==> config.mk <==
export PLATFORM = sky130hd
export DESIGN_NAME = instruction_encoder_loader_flat
export DESIGN_NICKNAME = d
export VERILOG_FILES = /design/src/rtl/instruction_encoder_loader_if.sv /design/src/rtl/instruction_encoder_loader.sv /design/src/flat_wrapper.sv
export SDC_FILE = /design/constraint.sdc
export NUM_CORES = 1
export LEC_CHECK = 0
export ABC_AREA = 1
export CORE_ASPECT_RATIO = 0.7
export CORE_MARGIN = 3
export CORE_UTILIZATION = 48
export DETAILED_ROUTE_END_ITERATION = 8
export PLACE_DENSITY = 0.93
export SKIP_CTS_REPAIR_TIMING = 1
export SKIP_LAST_GASP = 1
export SYNTH_ARGS = -nofsm -noshare
export SYNTH_HDL_FRONTEND = slang
export SYNTH_SLANG_ARGS = --single-unit
==> constraint.sdc <==
create_clock -name clk -period 3.3 [get_ports clk]
set_clock_uncertainty 0.2 [all_clocks]
set_input_delay 0.99 -clock clk [delete_from_list [all_inputs] [get_ports clk]]
set_output_delay 0.99 -clock clk [all_outputs]
set_load 0.03 [all_outputs]
==> src/rtl/instruction_encoder_loader_if.sv <==
// Field-set handshake and instruction-memory write port of the encoder loader.
// Handshake rule for both channels: a transfer happens on a rising clock edge
// where the producer's valid (in_valid / mem_wr_en) and the consumer's ready
// (in_ready / mem_ready) are both high. The producer holds its payload stable
// while valid is high and ready is low.
interface instruction_encoder_loader_if;
    logic        in_valid;
    logic        in_ready;
    logic [3:0]  op;
    logic [4:0]  rs;
    logic [4:0]  rt;
    logic [4:0]  rd;
    logic [15:0] imm;
    logic [25:0] target;
    logic        mem_wr_en;
    logic [9:0]  mem_addr;
    logic [31:0] mem_data;
    logic        mem_ready;

    // Environment side: supplies field sets, acts as the instruction memory.
    modport master (
        output in_valid, op, rs, rt, rd, imm, target, mem_ready,
        input  in_ready, mem_wr_en, mem_addr, mem_data
    );

    // Loader side.
    modport slave (
        input  in_valid, op, rs, rt, rd, imm, target, mem_ready,
        output in_ready, mem_wr_en, mem_addr, mem_data
    );
endinterface

==> src/rtl/instruction_encoder_loader.sv <==
// Instruction encoder / loader: encodes one field set per transfer into a
// 32-bit instruction word and writes it to consecutive instruction-memory
// words starting at base_addr. One output register, pass-through ready.
// Optional macro ILLEGAL_OP_TRAP_EN: an illegal op stops the session in FULL
// instead of being written as a nop.
module instruction_encoder_loader (
    input  logic                          clk,
    input  logic                          reset_n,
    input  logic                          start,
    input  logic [9:0]                    base_addr,
    input  logic                          finish,
    instruction_encoder_loader_if.slave   bus,
    output logic                          busy,
    output logic                          full,
    output logic [10:0]                   word_count,
    output logic [1:0]                    stateDbg
);

    typedef enum logic [1:0] {
        IDLE  = 2'd0,
        LOAD  = 2'd1,
        DRAIN = 2'd2,
        FULL  = 2'd3
    } state_t;

    typedef enum logic [1:0] {
        KIND_I   = 2'd0,
        KIND_R   = 2'd1,
        KIND_J   = 2'd2,
        KIND_NOP = 2'd3
    } kind_t;

    state_t      state;
    state_t      stateNext;
    kind_t       kind;
    logic [5:0]  code;
    logic [31:0] encWord;
    logic        accept;
    logic        trapHit;
    logic        writeNow;
    logic        lastAddr;
    logic        wrEn;
    logic [9:0]  addrReg;
    logic [31:0] dataReg;
    logic [9:0]  nextAddr;

    assign accept   = bus.in_valid && bus.in_ready;
`ifdef ILLEGAL_OP_TRAP_EN
    assign trapHit  = accept && (kind == KIND_NOP);
`else
    assign trapHit  = 1'b0;
`endif
    assign writeNow = accept && !trapHit;
    assign lastAddr = (nextAddr == 10'd1023);

    assign bus.mem_wr_en = wrEn;
    assign bus.mem_addr  = addrReg;
    assign bus.mem_data  = dataReg;
    assign stateDbg      = state;

    // Opcode table lookup and word assembly; R-type repeats the code in 31:26.
    always_comb begin
        code = 6'h00;
        kind = KIND_NOP;
        case (bus.op)
            4'd0:    begin code = 6'h09; kind = KIND_I; end // addiu
            4'd1:    begin code = 6'h03; kind = KIND_J; end // jal
            4'd2:    begin code = 6'h21; kind = KIND_R; end // addu
            4'd3:    begin code = 6'h20; kind = KIND_R; end // add
            4'd4:    begin code = 6'h08; kind = KIND_I; end // addi
            4'd5:    begin code = 6'h2A; kind = KIND_R; end // slt
            4'd6:    begin code = 6'h05; kind = KIND_I; end // bne
            4'd7:    begin code = 6'h04; kind = KIND_I; end // beq
            4'd8:    begin code = 6'h08; kind = KIND_R; end // jr
            4'd9:    begin code = 6'h2B; kind = KIND_I; end // sw
            4'd10:   begin code = 6'h23; kind = KIND_I; end // lw
            default: begin code = 6'h00; kind = KIND_NOP; end
        endcase
        case (kind)
            KIND_I:  encWord = {code, bus.rs, bus.rt, bus.imm};
            KIND_R:  encWord = {code, bus.rs, bus.rt, bus.rd, 5'b00000, code};
            KIND_J:  encWord = {code, bus.target};
            default: encWord = 32'h0000_0000;
        endcase
    end

    // State register.
    always_ff @(posedge clk or negedge reset_n) begin
        if (!reset_n) state <= IDLE;
        else          state <= stateNext;
    end

    // Next-state logic; a final transfer beats a coincident finish.
    always_comb begin
        stateNext = state;
        case (state)
            IDLE:  if (start) stateNext = LOAD;
            LOAD: begin
                if (trapHit || (writeNow && lastAddr)) stateNext = FULL;
                else if (finish)                       stateNext = DRAIN;
            end
            DRAIN: if (!wrEn) stateNext = IDLE;
            FULL:  if (finish) stateNext = IDLE;
            default: stateNext = IDLE;
        endcase
    end

    // FSM outputs: ready only while loading and the output slot frees up.
    always_comb begin
        bus.in_ready = (state == LOAD) && (!wrEn || bus.mem_ready);
        busy         = (state == LOAD) || (state == DRAIN);
    end

    // Output register: load on an accepted write, empty when memory takes it.
    always_ff @(posedge clk or negedge reset_n) begin
        if (!reset_n) begin
            wrEn    <= 1'b0;
            addrReg <= 10'd0;
            dataReg <= 32'd0;
        end else if (writeNow) begin
            wrEn    <= 1'b1;
            addrReg <= nextAddr;
            dataReg <= encWord;
        end else if (wrEn && bus.mem_ready) begin
            wrEn    <= 1'b0;
        end
    end

    // Session bookkeeping: address pointer, word count and sticky full flag.
    always_ff @(posedge clk or negedge reset_n) begin
        if (!reset_n) begin
            nextAddr   <= 10'd0;
            word_count <= 11'd0;
            full       <= 1'b0;
        end else if ((state == IDLE) && start) begin
            nextAddr   <= base_addr;
            word_count <= 11'd0;
            full       <= 1'b0;
        end else begin
            if (writeNow) begin
                nextAddr   <= nextAddr + 10'd1;
                word_count <= word_count + 11'd1;
            end
            if (trapHit || (writeNow && lastAddr)) full <= 1'b1;
        end
    end

endmodule

==> src/flat_wrapper.sv <==
// flat-port wrapper written by rule: the top's interface ports become plain ports
module instruction_encoder_loader_flat 
  (clk, reset_n, start, base_addr, finish, busy, full, word_count, stateDbg, bus_in_valid, bus_op, bus_rs, bus_rt, bus_rd, bus_imm, bus_target, bus_mem_ready, bus_in_ready, bus_mem_wr_en, bus_mem_addr, bus_mem_data);
  instruction_encoder_loader_if bus_i ();
  input  logic clk;
  input  logic reset_n;
  input  logic start;
  input  logic [9:0] base_addr;
  input  logic finish;
  output logic busy;
  output logic full;
  output logic [10:0] word_count;
  output logic [1:0] stateDbg;
  input wire logic [$bits(bus_i.in_valid)-1:0] bus_in_valid;
  input wire logic [$bits(bus_i.op)-1:0] bus_op;
  input wire logic [$bits(bus_i.rs)-1:0] bus_rs;
  input wire logic [$bits(bus_i.rt)-1:0] bus_rt;
  input wire logic [$bits(bus_i.rd)-1:0] bus_rd;
  input wire logic [$bits(bus_i.imm)-1:0] bus_imm;
  input wire logic [$bits(bus_i.target)-1:0] bus_target;
  input wire logic [$bits(bus_i.mem_ready)-1:0] bus_mem_ready;
  output wire logic [$bits(bus_i.in_ready)-1:0] bus_in_ready;
  output wire logic [$bits(bus_i.mem_wr_en)-1:0] bus_mem_wr_en;
  output wire logic [$bits(bus_i.mem_addr)-1:0] bus_mem_addr;
  output wire logic [$bits(bus_i.mem_data)-1:0] bus_mem_data;
  assign bus_i.in_valid = bus_in_valid;
  assign bus_i.op = bus_op;
  assign bus_i.rs = bus_rs;
  assign bus_i.rt = bus_rt;
  assign bus_i.rd = bus_rd;
  assign bus_i.imm = bus_imm;
  assign bus_i.target = bus_target;
  assign bus_i.mem_ready = bus_mem_ready;
  assign bus_in_ready = bus_i.in_ready;
  assign bus_mem_wr_en = bus_i.mem_wr_en;
  assign bus_mem_addr = bus_i.mem_addr;
  assign bus_mem_data = bus_i.mem_data;
  instruction_encoder_loader u_core (.clk(clk), .reset_n(reset_n), .start(start), .base_addr(base_addr), .finish(finish), .bus(bus_i), .busy(busy), .full(full), .word_count(word_count), .stateDbg(stateDbg));
endmodule
==> run_results.csv <==
group,metric,value,unit
global_routing,track_usage,25.3,%
worst_setup_path,worstPathArrival,1.83,ns
timing,slew_violations,0,
pwr,seq_power_share,32.3,%
worst_setup_path,critPathBufInv,2,
pwr,totalPowerFinal,4.18,mW
global_routing,grt_overflow,0,
global_routing,antenna_found_initial,0,
detailed_routing,routed_wl,10.7,mm
timing,final-hold-violation-count,0,
die,die-area,8690,µm²
worst_setup_path,criticalPathCategory,"reg -> out",
timing,layout_min_cycle_time,3.02,ns
clock_network,clkTransAtPathRegs,0.07,ns
die,rows,25,
pwr,p_sw,1.81,mW
detailed_routing,vias,3833,
worst_setup_path,crit_required,2.11,ns
worst_setup_path,cp-startpoint,"u_core.stateDbg[0]$_DFFE_PN0P_",
yosys,synthCells,498,
timing,setup_violations,0,
worst_setup_path,crit_path_cell_trace,"inv_1, ha_1, clkdlybuf4s50_1",
global_routing,grt_max_degree,44,
global_routing,grt_pass1_vias,3708,
timing,post-route-period-util,91.5,%
place,hpwlAfterDp,8.29,mm
pwr,pwr-share-clk,17.6,%
worst_hold_path,min_from,"u_core.bus.mem_data[13]$_DFFE_PN0P_",
yosys,syn_area,3640,µm²
final_layout,drive_gt1_share,7.00,%
yosys,synthesis.area_per_instance,7.32,µm²
detailed_routing,ant_nets,0,
yosys,netlist-cell-type-count,32,
pwr,intPower,2.36,mW
pwr,leakagePower,2.60,nW
pwr,switching_share,43.4,%
detailed_routing,first_pass_iters,4,
die,die_h,78.9,µm
worst_setup_path,critPathMaxStageDelay,0.68,ns
place,gp_congestion,0.910,
timing,slew_headroom,61.0,%
yosys,synth_warnings,0,
clock_network,cts.sinks,66,
timing,fin_setup_tns,0,ns
clock_network,cts_made_buffers,9,
place,dp_worst_setup_slack,0.0555,ns
worst_setup_path,cp_max_fo,6,
place,port_buffers,134,
worst_setup_path,slowest_stage,"clkdlybuf4s50_1",
detailed_routing,drtIter0Drc,221,
worst_hold_path,hold_class,"reg -> reg",
clock_network,cts_buffer_depth,2,
detailed_routing,wl_per_cell,14.5,µm
global_routing,grt_pass1_wl,17.4,mm
final_layout,area_growth,45.8,%
timing,fmax,331,MHz
final_layout,mostFrequentLayoutCells,"211 x nand2_1, 132 x clkdlybuf4s50_1, 66 x dfrtp_1",
timing,setup_slack,0.281,ns
detailed_routing,viasPerCell,5.20,
worst_setup_path,cp-end-kind,"output pin",
timing,rsz0062_at_grt,"no",
yosys,ys_ff_latch,66,
yosys,ys_seq_area_share,45.3,%
final_layout,n_antenna_cell,0,
clock_network,cts_root_buffer,"clkbuf_8",
pwr,peakVddDrop,0.448,mV
worst_setup_path,r2r_start,"u_core.stateDbg[1]$_DFFE_PN0P_",
pwr,combPwrFrac,50.1,%
worst_setup_path,crit_family,"buffers and inverters",
clock_network,htree_num_levels,3,
job,maxCapViolCount,0,
die,fp.dieW,110,µm
die,boundaryPins,136,
pwr,power_density,787,nW/µm²
final_layout,layout_commonest_cell,"nand2_1",
detailed_routing,drc,0,
worst_setup_path,cp-start-kind,"flip-flop",
die,fp.coreArea,7040,µm²
clock_network,cts_tree,"done",
timing,tightestPinTransition,0.580,ns
run_status,status,"completed",
clock_network,insertion_delay,0.33,ns
die,start_util,51.8,%
final_layout,layout.nets,725,
yosys,syn-num-nets,585,
## metal layers
metal / vias up / track usage [%] / share of wire [%]
li1: 1864 / - / -
met1: 1794 / 33.7 / 44
met2: 161 / 41.8 / 48
met3: 14 / 5.28 / 7.0
met4: 0 / 7.26 / 1.5
met5: - / 0 / 0
## power groups by stage
stage	clock [mW]	combinational, mW	sequential (mW)
2_1_floorplan	0	0.753	1.79
3_3_place_gp	0	2.03	1.34
3_5_place_dp	0	2.09	1.35
4_1_cts	0.755	2.10	1.35
5_1_grt	0.790	2.28	1.39
6_report	0.736	2.09	1.35
## worst paths after layout
check	endpoint	slack [ns]	cells after the start
min in group asynchronous	u_core.bus.mem_data[18]$_DFFE_PN0P_	0.44	1
worst min register to register	u_core.bus.mem_data[13]$_DFFE_PN0P_	0.29	2
worst max register to register	u_core.word_count[4]$_DFFE_PN0P_	1.02	6
max in group asynchronous	u_core.nextAddr[2]$_DFFE_PN0P_	1.83	2
worst min-delay path	u_core.bus.mem_data[13]$_DFFE_PN0P_	0.29	2
worst max-delay path	busy	0.28	3
## worst reg2reg max path, cell delays in order, from the launching register on
cell and delay, ns:
dfrtp_1 0.43, inv_1 0.12, ha_1 0.23, nand3_2 0.35
nor3_1 0.58, o21ai_0 0.14, a21oi_1 0.16
## cell type report
type                    count  area, µm²
flip-flops and latches     66       1650
well taps                  94        118
fillers                   574       1730
clock inverters             7       93.8
clock buffers               9        124
multi-input cells         374       1730
repair buffers            148       1450
inverters                  39        146
## sequential cells by signal, summed over array words and instances, names as in the netlist
name,cells
u_core.bus.mem_data,31
u_core.word_count,11
u_core.bus.mem_addr,10
u_core.nextAddr,10
u_core.stateDbg,2
u_core.bus.mem_wr_en,1
u_core.full,1
## Yosys cell counts, drive strengths merged
| cell type | number | share of area, % |
|---|---|---|
| a211oi | 2 | 0.41 |
| a21oi | 11 | 1.8 |
| a22o | 1 | 0.24 |
| buf | 15 | 2.9 |
| clkbuf | 4 | 0.41 |
| clkinv | 2 | 0.21 |
| conb | 1 | 0.10 |
| dfrtp | 66 | 45 |
| ha | 10 | 3.4 |
| inv | 37 | 3.8 |
| mux2i | 1 | 0.27 |
| nand2 | 214 | 22 |
| nand3 | 61 | 8.7 |
| nand4 | 6 | 1.0 |
| nor2 | 31 | 3.6 |
| nor3 | 7 | 0.96 |
| o211ai | 2 | 0.41 |
| o21a | 1 | 0.21 |
| o21ai | 23 | 3.3 |
| o22ai | 2 | 0.34 |
| xor2 | 1 | 0.24 |
## kinds of logic (layout without fill, tap and decap cells)
group                      count (synthesis)  after routing  synth area share (%)
AOI/OAI and AO/OA                         42             42                  6.70
xor gates and xnor gates                   1              1                 0.240
adders and majority gates                 10             10                  3.43
and+or+nand+nor                          319            319                  36.6
muxes                                      1              1                 0.275
other                                      1              1                 0.103
buffers and inverters                     58            203                  7.28
DFF                                       66             66                  45.3
## per-stage QoR
step	util, %	hold WS [ns]	instance area (µm²)	cells
6_report	75.5	0.286	5310	737
5_1_grt	75.5	0.297	5310	737
4_1_cts	75.5	0.284	5310	737
3_5_place_dp	72.4	0.265	5090	721
3_3_place_gp	72.4	0.262	5090	721
2_1_floorplan	-	0.298	3640	498
(Power assumes the default switching activity.)
==> patch, RTL diff (same settings) <==
Add a define of `ILLEGAL_OP_TRAP_EN`.
--- a/src/rtl/instruction_encoder_loader.sv
+++ b/src/rtl/instruction_encoder_loader.sv
@@ -4,4 +4,6 @@
 // Optional macro ILLEGAL_OP_TRAP_EN: an illegal op stops the session in FULL
 // instead of being written as a nop.
+`define ILLEGAL_OP_TRAP_EN
+
 module instruction_encoder_loader (
     input  logic                          clk,
Formal check against the unedited RTL: not equivalent (Yosys sat finds a counterexample within 4 cycles, from zero or initial values and one cycle with reset_n low).
==> patch against the unedited design <==
- final cell count down 2.0%
- via count down 1.5%
- area after synthesis down 1.7%
- wire length down 1.8%
- cell area down 0.92%
- register-to-register slack better by 0.05 ns
- sequential cell count unchanged
- critical path depth unchanged
- setup slack worse by 0.011 ns
- first-iteration DRC count up 83%
- power up 4.0%
- largest cell class unchanged
- highest routed layer unchanged
==> patch: results (changes against the unedited design) <==
- R2R cell count: 11 (was 6)
- DP Worst Slack: -0.0673 ns (was 0.0555 ns)
- First drt pass iteration count: 5 (was 4)
- 1st-iter DRT viols: 405 (was 221)
- Xor/xnor share of the synthesized area: 0.733% (was 0.240%)
- Largest net degree at the start of global routing: 28 (was 44)
- Via count: 3,774 (was 3,833)
- Inst Count DP: 706 (was 721)
- Post-DP HPWL: 7940 µm (was 8290 µm)
- PortBufs: 134 (unchanged)
- Flop2flop setup slack: 1.07 ns (was 1.02 ns)
- Top cells by count, synth: nand2_1, dfrtp_1, a21oi_1 (was nand2_1, dfrtp_1, nand3_1)
- Ranking of synthesized cells by area: dfrtp_1, nand2_1, a21oi_1, nand3_1, inv_1 (was dfrtp_1, nand2_1, nand3_1, ha_1, inv_1)
- Post-Synth Adder-Cell Area: 3.49% (was 3.43%)
- Mapped Nets: 572 (was 585)
- Routed WL per cell: 14.5 µm (about the same)
- Worst VDD drop: 0.000435 V (was 0.000448 V)
- Share of layout cells above drive strength 1: 6.21% (was 7.00%)
- Multiplexer area fraction after synthesis: 0% (was 0.275%)
- First-pass GRT wire length: 17,400 µm (about the same)
- Crit path max fanout: 6 (unchanged)
- Syn Area/Cell: 7.39 µm² (was 7.32 µm²)
- Clk root buf: clkbuf_8 (unchanged)
- Routability Congestion: 0.969 (was 0.910)
- Synth Area in Compound Gates: 12.3% (was 6.70%)
- GR Util All Layers: 25.6% (was 25.3%)
- Sequential share of the synthesized area: 46.1% (was 45.3%)
- Rel. slew slack: 64.3% (was 61.0%)
- FF-to-FF End: u_core.nextAddr[9] (was u_core.word_count[4])
- Max Freq: 330 MHz (was 331 MHz)
- Status: completed (unchanged)
- Via density per instance: 5.23 (was 5.20)
- Largest register FFs: 31 (unchanged)
- Placed instance area: 0.00504 mm² (was 0.00509 mm²)
- Netlist cell types: 29 (was 32)
- Min-delay src: u_core.bus.mem_data[2] (was u_core.bus.mem_data[13])
- Vias in the first global route: 3,686 (was 3,708)
- Leakage power: 2.42 nW (was 2.60 nW)
- Crit Reg-Reg Startpoint: u_core.stateDbg[1] (unchanged)
- Ant. Diodes: 0 (unchanged)
- Clk buf depth: 2 (unchanged)
- Fill count: 489 (was 574)
## patch: report_power, final
part / switching, mW / internal, mW
clock: 0.324 / 0.427
sequential: 0.240 / 1.14
combinational: 1.32 / 0.894
## patch: cell type report
class,count,area [µm²],share of cell area (%)
Clock buffer,10,128,2.43
Clock inverter,6,91.3,1.74
Inverter,40,150,2.85
Multi-Input combinational cell,359,1670,31.7
Sequential cell,66,1650,31.4
Tap cell,94,118,2.23
Timing Repair Buffer,147,1460,27.7
## patch: cells by family after synthesis
logic type,after synthesis
AOI/OAI and AO/OA,84
xor gates and xnor gates,3
adders and majority gates,10
buffers and inverters,60
DFF,66
other,1
and+or+nand+nor,261
## patch: how the worst min path moves through the flow
stage                              endpoint  slack (ns)  cells past startpoint
floorplan                u_core.nextAddr[9]        0.29                      2
global placement    u_core.bus.mem_data[15]        0.26                      2
detailed placement   u_core.bus.mem_data[2]        0.27                      2
CTS                  u_core.bus.mem_data[2]        0.29                      2
global route         u_core.bus.mem_data[3]        0.32                      2
finish               u_core.bus.mem_data[2]        0.28                      2
## patch: per-stage QoR
step / TNS [ns] / utilization [%]
after floorplan: 0 / -
after global placement: 0 / 72.3
after detailed placement: -0.564 / 72.3
after CTS: 0 / 75.4
after global routing: 0 / 75.4
final: 0 / 75.4
## patch: worst max-delay path, cell delays in order (launching register included)
cell,delay [ns]
dfrtp_1,0.46
inv_1,0.10
ha_1,0.29
clkdlybuf4s50_1,0.67
## patch: layer usage
metal | global-route usage, % | up-vias | part of all wire, %
met3 | 7.48 | 10 | 9.2
met5 | 0 | - | 0
met1 | 34.1 | 1738 | 42
met4 | 5.98 | 0 | 0.86
li1 | - | 1836 | -
met2 | 41.3 | 190 | 48
